[src/rtl/fifo_rr_drain.sv]
// ---------------------------------------------------------------------------
// fifo_rr_drain
// Drains four per-class source FIFOs into one downstream FIFO. Each cycle at
// most one non-empty source is picked in round-robin order and its read strobe
// is pulsed. One cycle later the source's output word is captured and written
// downstream. The downstream full/almost_full flags are honoured so that no
// word is dropped or duplicated.
//
// Ports:
//   clk              clock
//   reset            synchronous, active-high reset
//   enable           1 = new pops allowed; an in-flight push always completes
//   src_empty        per-source empty flag
//   src_almost_empty per-source almost-empty flag (one word or fewer left)
//   src_data         per-source output word, source i at [i*BITNUMBER +: BITNUMBER]
//   dst_full         downstream full flag
//   dst_almost_full  downstream almost-full flag
//   src_rd           one-hot read strobe to the sources
//   dst_wr           write strobe to the downstream FIFO
//   dst_data         word written downstream
//   grant_idx        index of the most recent pop
//   busy             a pop or a push is in flight
//   pop_count        words moved downstream, wraps at 255
// ---------------------------------------------------------------------------
module fifo_rr_drain #(
   parameter int BITNUMBER = 8,
   parameter int NSRC      = 4
) (
   input  logic                      clk,
   input  logic                      reset,
   input  logic                      enable,
   input  logic [NSRC-1:0]           src_empty,
   input  logic [NSRC-1:0]           src_almost_empty,
   input  logic [NSRC*BITNUMBER-1:0] src_data,
   input  logic                      dst_full,
   input  logic                      dst_almost_full,
   output logic [NSRC-1:0]           src_rd,
   output logic                      dst_wr,
   output logic [BITNUMBER-1:0]      dst_data,
   output logic [1:0]                grant_idx,
   output logic                      busy,
   output logic [7:0]                pop_count
);

   // Round-robin search starting one past the last grant. The result is
   // {found, index}; the loop visits last+1 .. last+4 modulo 4.
   function automatic logic [2:0] rr_pick(input logic [NSRC-1:0] elig,
                                          input logic [1:0]      last);
      logic       found;
      logic [1:0] idx;
      logic [1:0] cand;
      found = 1'b0;
      idx   = 2'd0;
      for (int k = 1; k <= NSRC; k++) begin
         cand = last + 2'(k);
         if (!found && elig[cand]) begin
            found = 1'b1;
            idx   = cand;
         end else begin
            found = found;
         end
      end
      return {found, idx};
   endfunction

   logic [NSRC-1:0] elig_s;
   logic            gate_s;
   logic [2:0]      pick_s;
   logic            pop_s;
   logic [1:0]      win_idx_s;
   logic [NSRC-1:0] win_onehot_s;

   logic [1:0]      last_r;
   logic            pop_pend_r;
   logic [1:0]      pend_idx_r;

   // Eligibility and winner selection. A source showing almost_empty while
   // being strobed this cycle is excluded: its flags have not yet caught up
   // with the read, so popping it again could underflow it.
   always_comb begin
      elig_s = '0;
      for (int i = 0; i < NSRC; i++) begin
         elig_s[i] = !src_empty[i] && !(src_almost_empty[i] && src_rd[i]);
      end
      // almost_full closes the gate so the word already in flight still fits.
      gate_s       = enable && !dst_full && !dst_almost_full;
      pick_s       = rr_pick(elig_s, last_r);
      pop_s        = gate_s && pick_s[2];
      win_idx_s    = pick_s[1:0];
      win_onehot_s = {{(NSRC-1){1'b0}}, 1'b1} << win_idx_s;
   end

   // Pop stage: strobe the winner and remember which source owes us a word.
   always_ff @(posedge clk) begin
      if (reset) begin
         src_rd     <= '0;
         grant_idx  <= 2'd0;
         last_r     <= 2'd3;
         pop_pend_r <= 1'b0;
         pend_idx_r <= 2'd0;
      end else if (pop_s) begin
         src_rd     <= win_onehot_s;
         grant_idx  <= win_idx_s;
         last_r     <= win_idx_s;
         pop_pend_r <= 1'b1;
         pend_idx_r <= win_idx_s;
      end else begin
         src_rd     <= '0;
         pop_pend_r <= 1'b0;
      end
   end

   // Push stage: the strobed source presents its word now; forward it.
   always_ff @(posedge clk) begin
      if (reset) begin
         dst_wr    <= 1'b0;
         dst_data  <= '0;
         pop_count <= 8'd0;
      end else if (pop_pend_r) begin
         dst_wr    <= 1'b1;
         dst_data  <= src_data[pend_idx_r*BITNUMBER +: BITNUMBER];
         pop_count <= pop_count + 8'd1;
      end else begin
         dst_wr    <= 1'b0;
      end
   end

   // busy mirrors the registered strobes: pop issued or push issued.
   always_ff @(posedge clk) begin
      if (reset) begin
         busy <= 1'b0;
      end else begin
         busy <= pop_s || pop_pend_r;
      end
   end

endmodule

[config.mk]
export PLATFORM = sky130hd
export DESIGN_NAME = fifo_rr_drain
export DESIGN_NICKNAME = d
export VERILOG_FILES = /design/src/rtl/fifo_rr_drain.sv
export SDC_FILE = /design/constraint.sdc
export NUM_CORES = 1
export LEC_CHECK = 0
export CORE_UTILIZATION = 34
export CTS_CLUSTER_DIAMETER = 30
export DETAILED_ROUTE_END_ITERATION = 8
export PLACE_DENSITY = 0.71
export RECOVER_POWER = 25
export SYNTH_ARGS = -nofsm -noshare
export SYNTH_HDL_FRONTEND = slang
export SYNTH_SLANG_ARGS = --single-unit
[constraint.sdc]
create_clock -name clk -period 2.9 [get_ports clk]
set_input_delay 0.435 -clock clk [delete_from_list [all_inputs] [get_ports clk]]
set_output_delay 0.435 -clock clk [all_outputs]
set_load 0.005 [all_outputs]
==> results.py <==
metrics = {
    "status": {
        "status": "finished clean",
    },
    "global_routing": {
        "grt_start_max_net_pins": 24,
        "grt_pass1_vias": 1300,
        "grt_pass1_wl_mm": 5.66,
        "gr-usage-all-layers_pct": 17.4,
        "antenna_found_initial": 0,
        "overflow": 0,
    },
    "floorplanning": {
        "coreArea_um2": 3740,
        "dieHeight_um": 65.1,
        "placementRows": 22,
        "die_w_um": 65.1,
        "start_util_pct": 36.1,
        "pin_count": 69,
        "dieArea_um2": 4230,
    },
    "detailed_routing": {
        "drc": 0,
        "drtPass1Iterations": 5,
        "vias_per_cell": 5.17,
        "ant_nets": 0,
        "vias": 1273,
        "initialDrtViolationCount": 57,
        "drt-wirelength-per-cell_um": 14.4,
        "wirelength_mm": 3.54,
    },
    "clock_tree": {
        "cts_buffers": 3,
        "root_buffer": "clkbuf_8",
        "clockBufferDepth": 2,
        "htreeDepth": 1,
        "post_cts_buffers": 0,
        "cts_tree": "built",
        "clk_latency_ns": 0.26,
        "ctsResizeCount": 0,
        "path_clk_slew_ns": 0.09,
        "clock-sinks": 27,
        "ctsHoldBuffers": 0,
    },
    "cells_and_area": {
        "layout-drive-gt1-share_pct": 9.09,
        "fin_nets": 245,
        "fin_cells": 246,
        "fillers": 352,
        "synthToLayoutAreaGrowth_pct": 55.8,
        "post-route-util_pct": 56.3,
        "diodes": 0,
    },
    "placed_design": {
        "post-place-ws_ns": 0.969,
        "dpl.cell_count": 242,
        "hpwlAfterDp_mm": 2.83,
        "port_buffers": 68,
        "place_congestion": 0.802,
    },
    "pwr": {
        "power.total_mw": 0.738,
        "leakage_nw": 0.756,
        "pwr_density_cell_nw_per_um2": 350,
        "peakVddDrop_mv": 0.308,
    },
    "synthesis": {
        "ys_top_cells_by_area": "dfxtp_1, mux4_2, mux2i_1, nor2_1, xor2_1",
        "synth_top_area_share_pct": 40.0,
        "synth_warnings": 0,
        "syn-cell-area_um2": 1350,
        "syn_inst": 132,
        "async_flop_share_pct": 0,
        "synth_edf_count": 0,
        "yosysTopAreaCell": "dfxtp_1",
        "synth_seq_cells": 27,
        "mappedNetlistNets": 178,
        "ys_types": 39,
        "synthFlopType": "dfxtp_1",
        "yosysMostFrequentCell": "dfxtp_1",
        "synth_common_cells": "dfxtp_1, nor2_1, mux2i_1",
        "synth.avg_cell_area_um2": 10.2,
        "yosysSeqAreaShare_pct": 40.0,
    },
    "run": {
        "maxCapViolCount": 0,
    },
    "timing": {
        "setup_violations": 0,
        "fmax_mhz": 481,
        "finalSetupTns_ns": 0,
        "min_period_over_period_pct": 71.7,
        "clock_skew_ns": 0.00385,
        "finalCriticalPeriod_ns": 2.08,
        "final_hold_viol_count": 0,
        "fin_ws_ns": 0.820,
        "rsz0062_at_grt": "false",
        "slew_violations": 0,
        "tightest_slew_ns": 0.987,
        "slew-limit-headroom_pct": 34.2,
    },
    "setup_path": {
        "required_ns": 2.47,
        "slowest_stage": "dfxtp_1",
        "criticalPathCategory": "reg -> out",
        "worst-endpoint-arrival_ns": 1.64,
        "cp_cell_sequence": "clkdlybuf4s50_1",
        "crit_fanout": 10,
        "max_stage_delay_ns": 0.75,
        "startpoint_type": "flop",
        "path_buf_inv": 1,
        "cpLargestDelayFamily": "flip-flops",
        "crit_path_end_kind": "primary output",
    },
    "worst_hold_path": {
        "hold_class": "reg -> reg",
    },
}
==> metal layers <==
layer / up-vias / wire, um / GRT usage [%]
met1: 603 / 1560 / 21.4
met3: 0 / 191 / 3.35
met5: - / 0 / 0
met2: 53 / 1790 / 31.8
li1: 617 / - / -
met4: 0 / 0 / 2.17
==> logic make-up after synthesis <==
kind of cell / after synthesis / synth area share [%]
AO/OA/AOI/OAI: 30 / 16.3
XOR/XNOR: 5 / 3.24
flip-flops: 27 / 40.0
buffers and inverters: 13 / 4.53
adder cells (fa/ha/maj): 1 / 0.925
AND/OR/NAND/NOR: 38 / 14.0
multiplexers: 18 / 21.1
==> report_power, final <==
| part | switching (mW) | internal (mW) | leakage, nW |
|---|---|---|---|
| clock | 0.107 | 0.0982 | 0.0228 |
| combinational | 0.0471 | 0.0959 | 0.515 |
| sequential | 0.0115 | 0.378 | 0.219 |
==> layout by cell type (no fill, tap or decap), types with 2 or more instances in the layout <==
cell             netlist  final
clkdlybuf4s50_1        0     64
dfxtp_1               27     27
nor2_1                17     17
mux2i_1                9      9
mux4_2                 8      8
inv_1                  5      5
a21oi_1                5      5
o21ai_0                5      5
xor2_1                 4      4
nand2_1                4      4
dlygate4sd3_1          0      4
nand4_1                3      3
a21oi_2                3      3
a21o_1                 3      3
or3_1                  3      3
a211oi_1               3      3
clkbuf_8               0      3
nand2b_1               2      2
nor4_1                 2      2
nand3_1                2      2
clkbuf_1               3      2
==> path summary, 6_finish.rpt <==
kind | start | endpoint | slack (ns) | cells past startpoint
max | pend_idx_r[0] | grant_idx[0] | 0.82 | 1
min | pop_count[7] | pop_count[7] | 0.50 | 2
max reg2reg | pend_idx_r[0] | dst_data[2] | 1.21 | 3
min reg2reg | pop_count[7] | pop_count[7] | 0.50 | 2
==> layout make-up <==
cell class / instances / area (um^2) / share of cell area, %
Timing Repair Buffer: 70 / 692 / 32.8
Tap cell: 48 / 60.1 / 2.85
Multi-Input combinational cell: 92 / 751 / 35.6
Sequential cell: 27 / 541 / 25.7
Clock buffer: 4 / 45.0 / 2.14
Inverter: 5 / 18.8 / 0.891
==> flip-flops by register name, indices dropped and copies added, names as in the netlist <==
signal	count
busy	1
dst_data	8
dst_wr	1
last_r	2
pend_idx_r	2
pop_count	8
pop_pend_r	1
src_rd	4
==> through the flow <==
step	area (um^2)	hold WS, ns
after floorplan	1350	0.474
after global placement	2070	0.472
after detailed placement	2070	0.486
after CTS	2110	0.498
after global routing	2110	0.535
final	2110	0.495
(Power assumes the default switching activity.)
